**src/rtl/game_pkg.sv**
```systemverilog
// Shared types and default tuning constants for the dinosaur-runner sequencer.
package game_pkg;

    typedef enum logic [1:0] {
        ST_IDLE  = 2'd0,
        ST_RUN   = 2'd1,
        ST_PAUSE = 2'd2,
        ST_OVER  = 2'd3
    } game_state_e;

    localparam int SPEED_W        = 3;
    localparam int SCORE_W_DEF    = 14;
    localparam int SCORE_DIV_DEF  = 6;
    localparam int SPEED_STEP_DEF = 100;
    localparam int MAX_LVL_DEF    = 7;
    localparam int GRACE_FRM_DEF  = 30;

endpackage

```
**src/rtl/btn_sync_edge.sv**
```systemverilog
// Two-flop synchroniser for an async level, followed by a registered single-cycle
// edge pulse (rising by default, falling when FALL_EDGE is set).
module btn_sync_edge #(
    parameter bit FALL_EDGE = 1'b0
) (
    input  logic clk_i,
    input  logic rst_ni,
    input  logic d_i,
    output logic edge_o
);

    logic [2:0] sh_q;
    logic       edge_q;
    logic       edge_d;

    assign edge_d = FALL_EDGE ? (~sh_q[1] &  sh_q[2])
                              : ( sh_q[1] & ~sh_q[2]);

    always_ff @(posedge clk_i or negedge rst_ni) begin
        if (!rst_ni) begin
            sh_q   <= '0;
            edge_q <= 1'b0;
        end else begin
            sh_q   <= {sh_q[1:0], d_i};
            edge_q <= edge_d;
        end
    end

    assign edge_o = edge_q;

endmodule

```
**src/rtl/game_ctrl.sv**
```systemverilog
// Dinosaur-runner game sequencer: IDLE/RUN/PAUSE/OVER FSM, per-frame jump latch,
// collision latch with restart grace, score/speed counters. GAME_HISCORE_EN adds hiscore.
module game_ctrl
    import game_pkg::*;
#(
    parameter int SCORE_W    = SCORE_W_DEF,
    parameter int SCORE_DIV  = SCORE_DIV_DEF,
    parameter int SPEED_STEP = SPEED_STEP_DEF,
    parameter int MAX_LVL    = MAX_LVL_DEF,
    parameter int GRACE_FRM  = GRACE_FRM_DEF
) (
    input  logic               clk,
    input  logic               RESET_n,
    input  logic               fresh,
    input  logic               btn_start,
    input  logic               btn_pause,
    input  logic               btn_jump,
    input  logic               dino_px,
    input  logic               obst_px,
    output logic               game_status,
    output logic               restart,
    output logic               jump_req,
    output logic               game_over,
    output logic               frame_tick,
    output logic [SCORE_W-1:0] score,
    output logic [SPEED_W-1:0] speed_lvl
`ifdef GAME_HISCORE_EN
    ,
    output logic [SCORE_W-1:0] hiscore
`endif
);

    localparam int DIV_W  = (SCORE_DIV  > 1) ? $clog2(SCORE_DIV)  : 1;
    localparam int STEP_W = (SPEED_STEP > 1) ? $clog2(SPEED_STEP) : 1;
    localparam int GR_W   = (GRACE_FRM  > 0) ? $clog2(GRACE_FRM + 1) : 1;

    // Bit order: start, pause, jump, fresh (fresh uses the falling edge).
    logic [3:0] raw, edg;
    assign raw = {fresh, btn_jump, btn_pause, btn_start};

    for (genvar i = 0; i < 4; i++) begin : g_sync
        btn_sync_edge #(.FALL_EDGE(i == 3)) u_sync (
            .clk_i  (clk),
            .rst_ni (RESET_n),
            .d_i    (raw[i]),
            .edge_o (edg[i])
        );
    end

    logic start_e, pause_e, jump_e, tick;
    assign start_e = edg[0];
    assign pause_e = edg[1];
    assign jump_e  = edg[2];
    assign tick    = edg[3];

    game_state_e         state_q, state_d;
    logic                rst_game;
    logic                restart_q;
    logic                hit_q, jump_q, seen_q;
    logic [DIV_W-1:0]    div_q, div_d;
    logic [STEP_W-1:0]   step_q, step_d;
    logic [SCORE_W-1:0]  score_q, score_d;
    logic [SPEED_W-1:0]  lvl_q, lvl_d;
    logic [GR_W-1:0]     grace_q, grace_d;
    logic                run_tick, ovl;

    assign run_tick = tick & (state_q == ST_RUN);
    assign ovl      = dino_px & obst_px & (state_q == ST_RUN);

    always_comb begin
        state_d  = state_q;
        rst_game = 1'b0;
        case (state_q)
            ST_IDLE, ST_OVER: if (start_e) begin
                state_d  = ST_RUN;
                rst_game = 1'b1;
            end
            ST_RUN: begin
                if (tick && hit_q && grace_q == '0) state_d = ST_OVER;
                else if (pause_e)                   state_d = ST_PAUSE;
            end
            ST_PAUSE: if (pause_e || start_e) state_d = ST_RUN;
            default:  state_d = ST_IDLE;
        endcase
    end

    // Counters advance only on RUN frame ticks, including the tick that ends the game.
    always_comb begin
        div_d   = div_q;
        step_d  = step_q;
        score_d = score_q;
        lvl_d   = lvl_q;
        grace_d = grace_q;
        if (rst_game) begin
            div_d   = '0;
            step_d  = '0;
            score_d = '0;
            lvl_d   = '0;
            grace_d = GR_W'(GRACE_FRM);
        end else if (run_tick) begin
            if (grace_q != '0) grace_d = grace_q - 1'b1;
            if (div_q == DIV_W'(SCORE_DIV - 1)) begin
                div_d = '0;
                if (score_q != '1) score_d = score_q + 1'b1;
                if (step_q == STEP_W'(SPEED_STEP - 1)) begin
                    step_d = '0;
                    if (lvl_q != SPEED_W'(MAX_LVL)) lvl_d = lvl_q + 1'b1;
                end else begin
                    step_d = step_q + 1'b1;
                end
            end else begin
                div_d = div_q + 1'b1;
            end
        end
    end

    always_ff @(posedge clk or negedge RESET_n) begin
        if (!RESET_n) begin
            state_q   <= ST_IDLE;
            restart_q <= 1'b0;
            div_q     <= '0;
            step_q    <= '0;
            score_q   <= '0;
            lvl_q     <= '0;
            grace_q   <= '0;
        end else begin
            state_q   <= state_d;
            restart_q <= rst_game;
            div_q     <= div_d;
            step_q    <= step_d;
            score_q   <= score_d;
            lvl_q     <= lvl_d;
            grace_q   <= grace_d;
        end
    end

    // An overlap landing on the tick cycle belongs to the frame that is starting.
    always_ff @(posedge clk or negedge RESET_n) begin
        if (!RESET_n)      hit_q <= 1'b0;
        else if (rst_game) hit_q <= 1'b0;
        else if (tick)     hit_q <= ovl;
        else if (ovl)      hit_q <= 1'b1;
    end

    // seen_q marks that the request has been presented at one frame boundary.
    always_ff @(posedge clk or negedge RESET_n) begin
        if (!RESET_n) begin
            jump_q <= 1'b0;
            seen_q <= 1'b0;
        end else if (rst_game) begin
            jump_q <= 1'b0;
            seen_q <= 1'b0;
        end else if (jump_e && state_q == ST_RUN) begin
            jump_q <= 1'b1;
            seen_q <= 1'b0;
        end else if (run_tick && jump_q) begin
            if (seen_q) begin
                jump_q <= 1'b0;
                seen_q <= 1'b0;
            end else begin
                seen_q <= 1'b1;
            end
        end
    end

`ifdef GAME_HISCORE_EN
    logic [SCORE_W-1:0] hiscore_q;
    always_ff @(posedge clk or negedge RESET_n) begin
        if (!RESET_n)
            hiscore_q <= '0;
        else if (state_q == ST_RUN && state_d == ST_OVER && score_d > hiscore_q)
            hiscore_q <= score_d;
    end
    assign hiscore = hiscore_q;
`endif

    assign game_status = (state_q == ST_RUN);
    assign game_over   = (state_q == ST_OVER);
    assign restart     = restart_q;
    assign jump_req    = jump_q;
    assign frame_tick  = tick;
    assign score       = score_q;
    assign speed_lvl   = lvl_q;

endmodule

```
**config.mk**
```make
export PLATFORM = sky130hd
export DESIGN_NAME = game_ctrl
export DESIGN_NICKNAME = d
export VERILOG_FILES = /design/src/rtl/game_pkg.sv /design/src/rtl/btn_sync_edge.sv /design/src/rtl/game_ctrl.sv
export SDC_FILE = /design/constraint.sdc
export NUM_CORES = 1
export LEC_CHECK = 0
export CAP_MARGIN = 40
export CELL_PAD_IN_SITES_DETAIL_PLACEMENT = 0
export CELL_PAD_IN_SITES_GLOBAL_PLACEMENT = 2
export CORE_MARGIN = 4
export CORE_UTILIZATION = 25
export DETAILED_ROUTE_END_ITERATION = 10
export PLACE_DENSITY = 0.68
export SKIP_LAST_GASP = 1
export SLEW_MARGIN = 5
export SYNTH_ARGS = -nofsm -noshare
export SYNTH_HDL_FRONTEND = slang
export SYNTH_SLANG_ARGS = --single-unit
```
**constraint.sdc**
```tcl
create_clock -name clk -period 2.1 [get_ports clk]
set_input_delay 0.42 -clock clk [delete_from_list [all_inputs] [get_ports clk]]
set_output_delay 0.42 -clock clk [all_outputs]
set_load 0.02 [all_outputs]
```
==> flow_summary_export.csv <==
group,metric,value,unit
synthesis,yosysSeqAreaShare,52.4,%
synthesis,synthMuxAreaShare,1.17,%
pwr,swShare,34.3,%
synthesis,syn_inst,242,
pwr,combPwrFrac,26.0,%
critical_path,rrSetupSlack,0.17,ns
synthesis,synth-simple-area-share,24.3,%
clock_network,cts_sinks,54,
synthesis,yosys_most_used_dff,"dfrtp_1",
synthesis,yosysUniqueCellTypes,55,
pwr,max-vdd-ir-drop,0.335,mV
synthesis,synth_top_area_share,52.4,%
final_layout,fillerInstances,1045,
die,die_y,110,µm
placed_design,portBuffers,29,
synthesis,syn-cell-area,2580,µm²
critical_path,crit_path_start,"state_q[1]",
pwr,total_power,0.00262,W
synthesis,yosysTopAreaCell,"dfrtp_1",
die,fp.dieW,110,µm
global_routing,grt.total_usage,10.8,%
synthesis,synth_xor_area_share,1.36,%
die,coreArea,9910,µm²
global_routing,grt_pass1_wl,10300,µm
pwr,p_leak,1.34,nW
critical_path,crit_type,"flop to output pin",
synthesis,syn_avg_cell_area,10.7,µm²
sta,setup_viol,0,
critical_path,cp_max_fo,6,
final_layout,layout_common_cells,"54 x dfrtp_1, 27 x clkdlybuf4s50_1, 23 x nand2_1",
critical_path,path_cells,"inv_1, ha_1, buf_4, dlygate4sd2_1",
global_routing,grt_pass1_vias,2025,
clock_network,clock_latency,0.31,ns
routing,remaining_drc_errors,0,
hold_path,min_path_type,"input pin to asynchronous set/reset pin",
global_routing,grt_max_degree,35,
pwr,power_switching,0.000899,W
critical_path,r2r_end,"step_q[0]",
critical_path,endpoint_kind,"output pin",
routing,routed_via_density,4.80,
routing,vias,1971,
critical_path,slowest_stage,"dfrtp_1",
final_layout,diodes,0,
critical_path,reg2reg_from,"state_q[1]",
synthesis,async_flop_share,100,%
pwr,pwr-share-seq,50.2,%
placed_design,globalplace.congestion,0.777,
die,die_area,12000,µm²
placed_design,dp_hpwl,4070,µm
final_layout,final_layout_size_suffix_gt1_share,11.9,%
final_layout,syn2layout_area_growth,22.7,%
clock_network,clockBufferDepth,2,
critical_path,critPathRequiredTime,1.68,ns
clock_network,cts_tree,"done",
die,ios,30,
synthesis,yosysWarnings,0,
critical_path,critPathMaxStageDelay,0.44,ns
clock_network,cts_made_buffers,5,
placed_design,dp_slack,0.140,ns
sta,max_slew_margin,63.2,%
critical_path,critPathArrivalTime,1.57,ns
sta,fmax,502,MHz
synthesis,synth_nets,258,
routing,wirelength,5880,µm
final_layout,final_core_util,31.9,%
synthesis,synthAdderAreaFrac,3.88,%
die,start_util,26.0,%
critical_path,startpoint_type,"flop",
final_layout,final_common_cell,"dfrtp_1",
global_routing,grt_antenna_before_repair,0,
routing,dr.pass1.iters,4,
synthesis,synthTopCellsByArea,"dfrtp_1 52%, a21oi_1 3.9%, ha_1 3.9%, nand2_1 3.3%, nand3_1 2.3%",
sta,hold_viol,0,
sta,layout_setup_ws,0.109,ns
final_layout,fin_nets,293,
sta,worst_pin_slew,0.552,ns
pwr,powerDensity,829,nW/µm²
pwr,internal_power,0.00172,W
routing,drt_iter0_markers,81,
global_routing,overflow,0,
routing,drtAntennaViolNets,0,
sta,rsz0062_at_grt,"no",
routing,wl_per_cell,14.3,µm
sta,period_minus_slack,1.99,ns
sta,slew_violations,0,
synthesis,synth_top_family_by_area,"simple AND/OR/NAND/NOR gates",
clock_network,clk_pin_slew,0.11,ns
die,rows,36,
synthesis,synth-edff-count,0,
synthesis,synth-compound-area-share,14.0,%
clock_network,clockRootBuffer,"clkbuf_8",
sta,fin_worst_skew,0.00866,ns
run,cap_violations,0,
sta,period_share,94.8,%
clock_network,htree_levels,2,
status,outcome,"finished clean",
critical_path,reg2reg_depth,6,
pwr,p_clk_share,23.7,%
clock_network,postCtsSetupRepairBufs,0,
sta,setup_tns,0,ns
synthesis,synth_seq_cells,54,
logic make-up after synthesis:
logic type	count (synthesis)
compound gates	54
flops	54
mux	3
buf+inv	16
simple gates	103
fa+ha+maj	8
xor+xnor	4
repair_timing:
action,in CTS,in global routing
setup endpoints to repair,1,1
pin swaps,0,0
cloned,0,0
hold buffers,0,0
gates resized for setup,1,1
worst max-delay path by stage:
stage | end | slack (ns)
3_3_place_gp | game_status | 0.19
5_1_grt | step_q[0] | 0.008
4_1_cts | game_status | 0.08
2_1_floorplan | score[6] | 0.12
6_report | game_status | 0.11
3_5_place_dp | score[6] | 0.14
power groups by stage:
stage / Combinational, W / Clock [W] / Sequential (W)
global placement: 0.000702 / 0 / 0.00134
detailed placement: 0.000709 / 0 / 0.00134
floorplan: 0.000425 / 0 / 0.00133
global route: 0.000783 / 0.000689 / 0.00134
finish: 0.000682 / 0.000622 / 0.00132
CTS: 0.000702 / 0.000655 / 0.00132
sequential cells by signal, summed over array words and instances (netlist names):
register,flops
div_q,3
score,14
seen_q,1
grace_q,5
jump_req,1
g_sync.u_sync.edge_o,4
restart,1
g_sync.u_sync.sh_q,12
step_q,7
speed_lvl,3
hit_q,1
state_q,2
through the flow:
stage	cell area, µm²	hold WS [ns]	instances
after floorplan	2580	0.124	242
after global placement	3060	0.333	403
after detailed placement	3060	0.335	403
after CTS	3160	0.0920	411
after global routing	3160	0.104	411
final	3160	0.0786	411
routing by layer:
metal / wire [µm] / vias up / track usage (%)
li1: - / 969 / -
met1: 2790 / 970 / 14.5
met2: 2820 / 28 / 17.5
met3: 225 / 4 / 2.47
met4: 35 / 0 / 2.76
met5: 0 / - / 0
layout make-up:
cell class | count | area, µm² | area share (%)
flip-flops and latches | 54 | 1350 | 42.7
multi-input cells | 172 | 1160 | 36.8
repair buffers | 38 | 364 | 11.5
well taps | 133 | 166 | 5.26
clock buffers | 5 | 68.8 | 2.18
clock inverters | 3 | 25.0 | 0.791
inverters | 6 | 22.5 | 0.712
Yosys cell counts, types with 2 or more instances:
cell type and instances:
xor2_1 3, a21oi_1 20, nor3b_1 6, clkbuf_1 6, a31o_2 2, o31ai_1 5
o21bai_1 2, or3_1 2, dfrtp_1 54, nand4_2 2, nor3_1 7, or4_1 2
nand4_1 6, nand2_1 23, nand3b_1 2, o21ai_0 6, inv_1 6, a311oi_1 3
nand3_1 12, nand2b_1 4, or4b_1 2, a31oi_1 4, and4_1 2, a32o_1 2
ha_1 8, mux2i_1 3, nor2_1 12, nor2b_1 5, a41oi_1 2, and3_1 4
critical path: cells and delay by family (launching register included):
family	cells	cell delay, ns
fa+ha+maj	1	0.24
buf+inv	3	0.58
flops	1	0.44
Note: power is estimated with default switching activity, not from simulation.
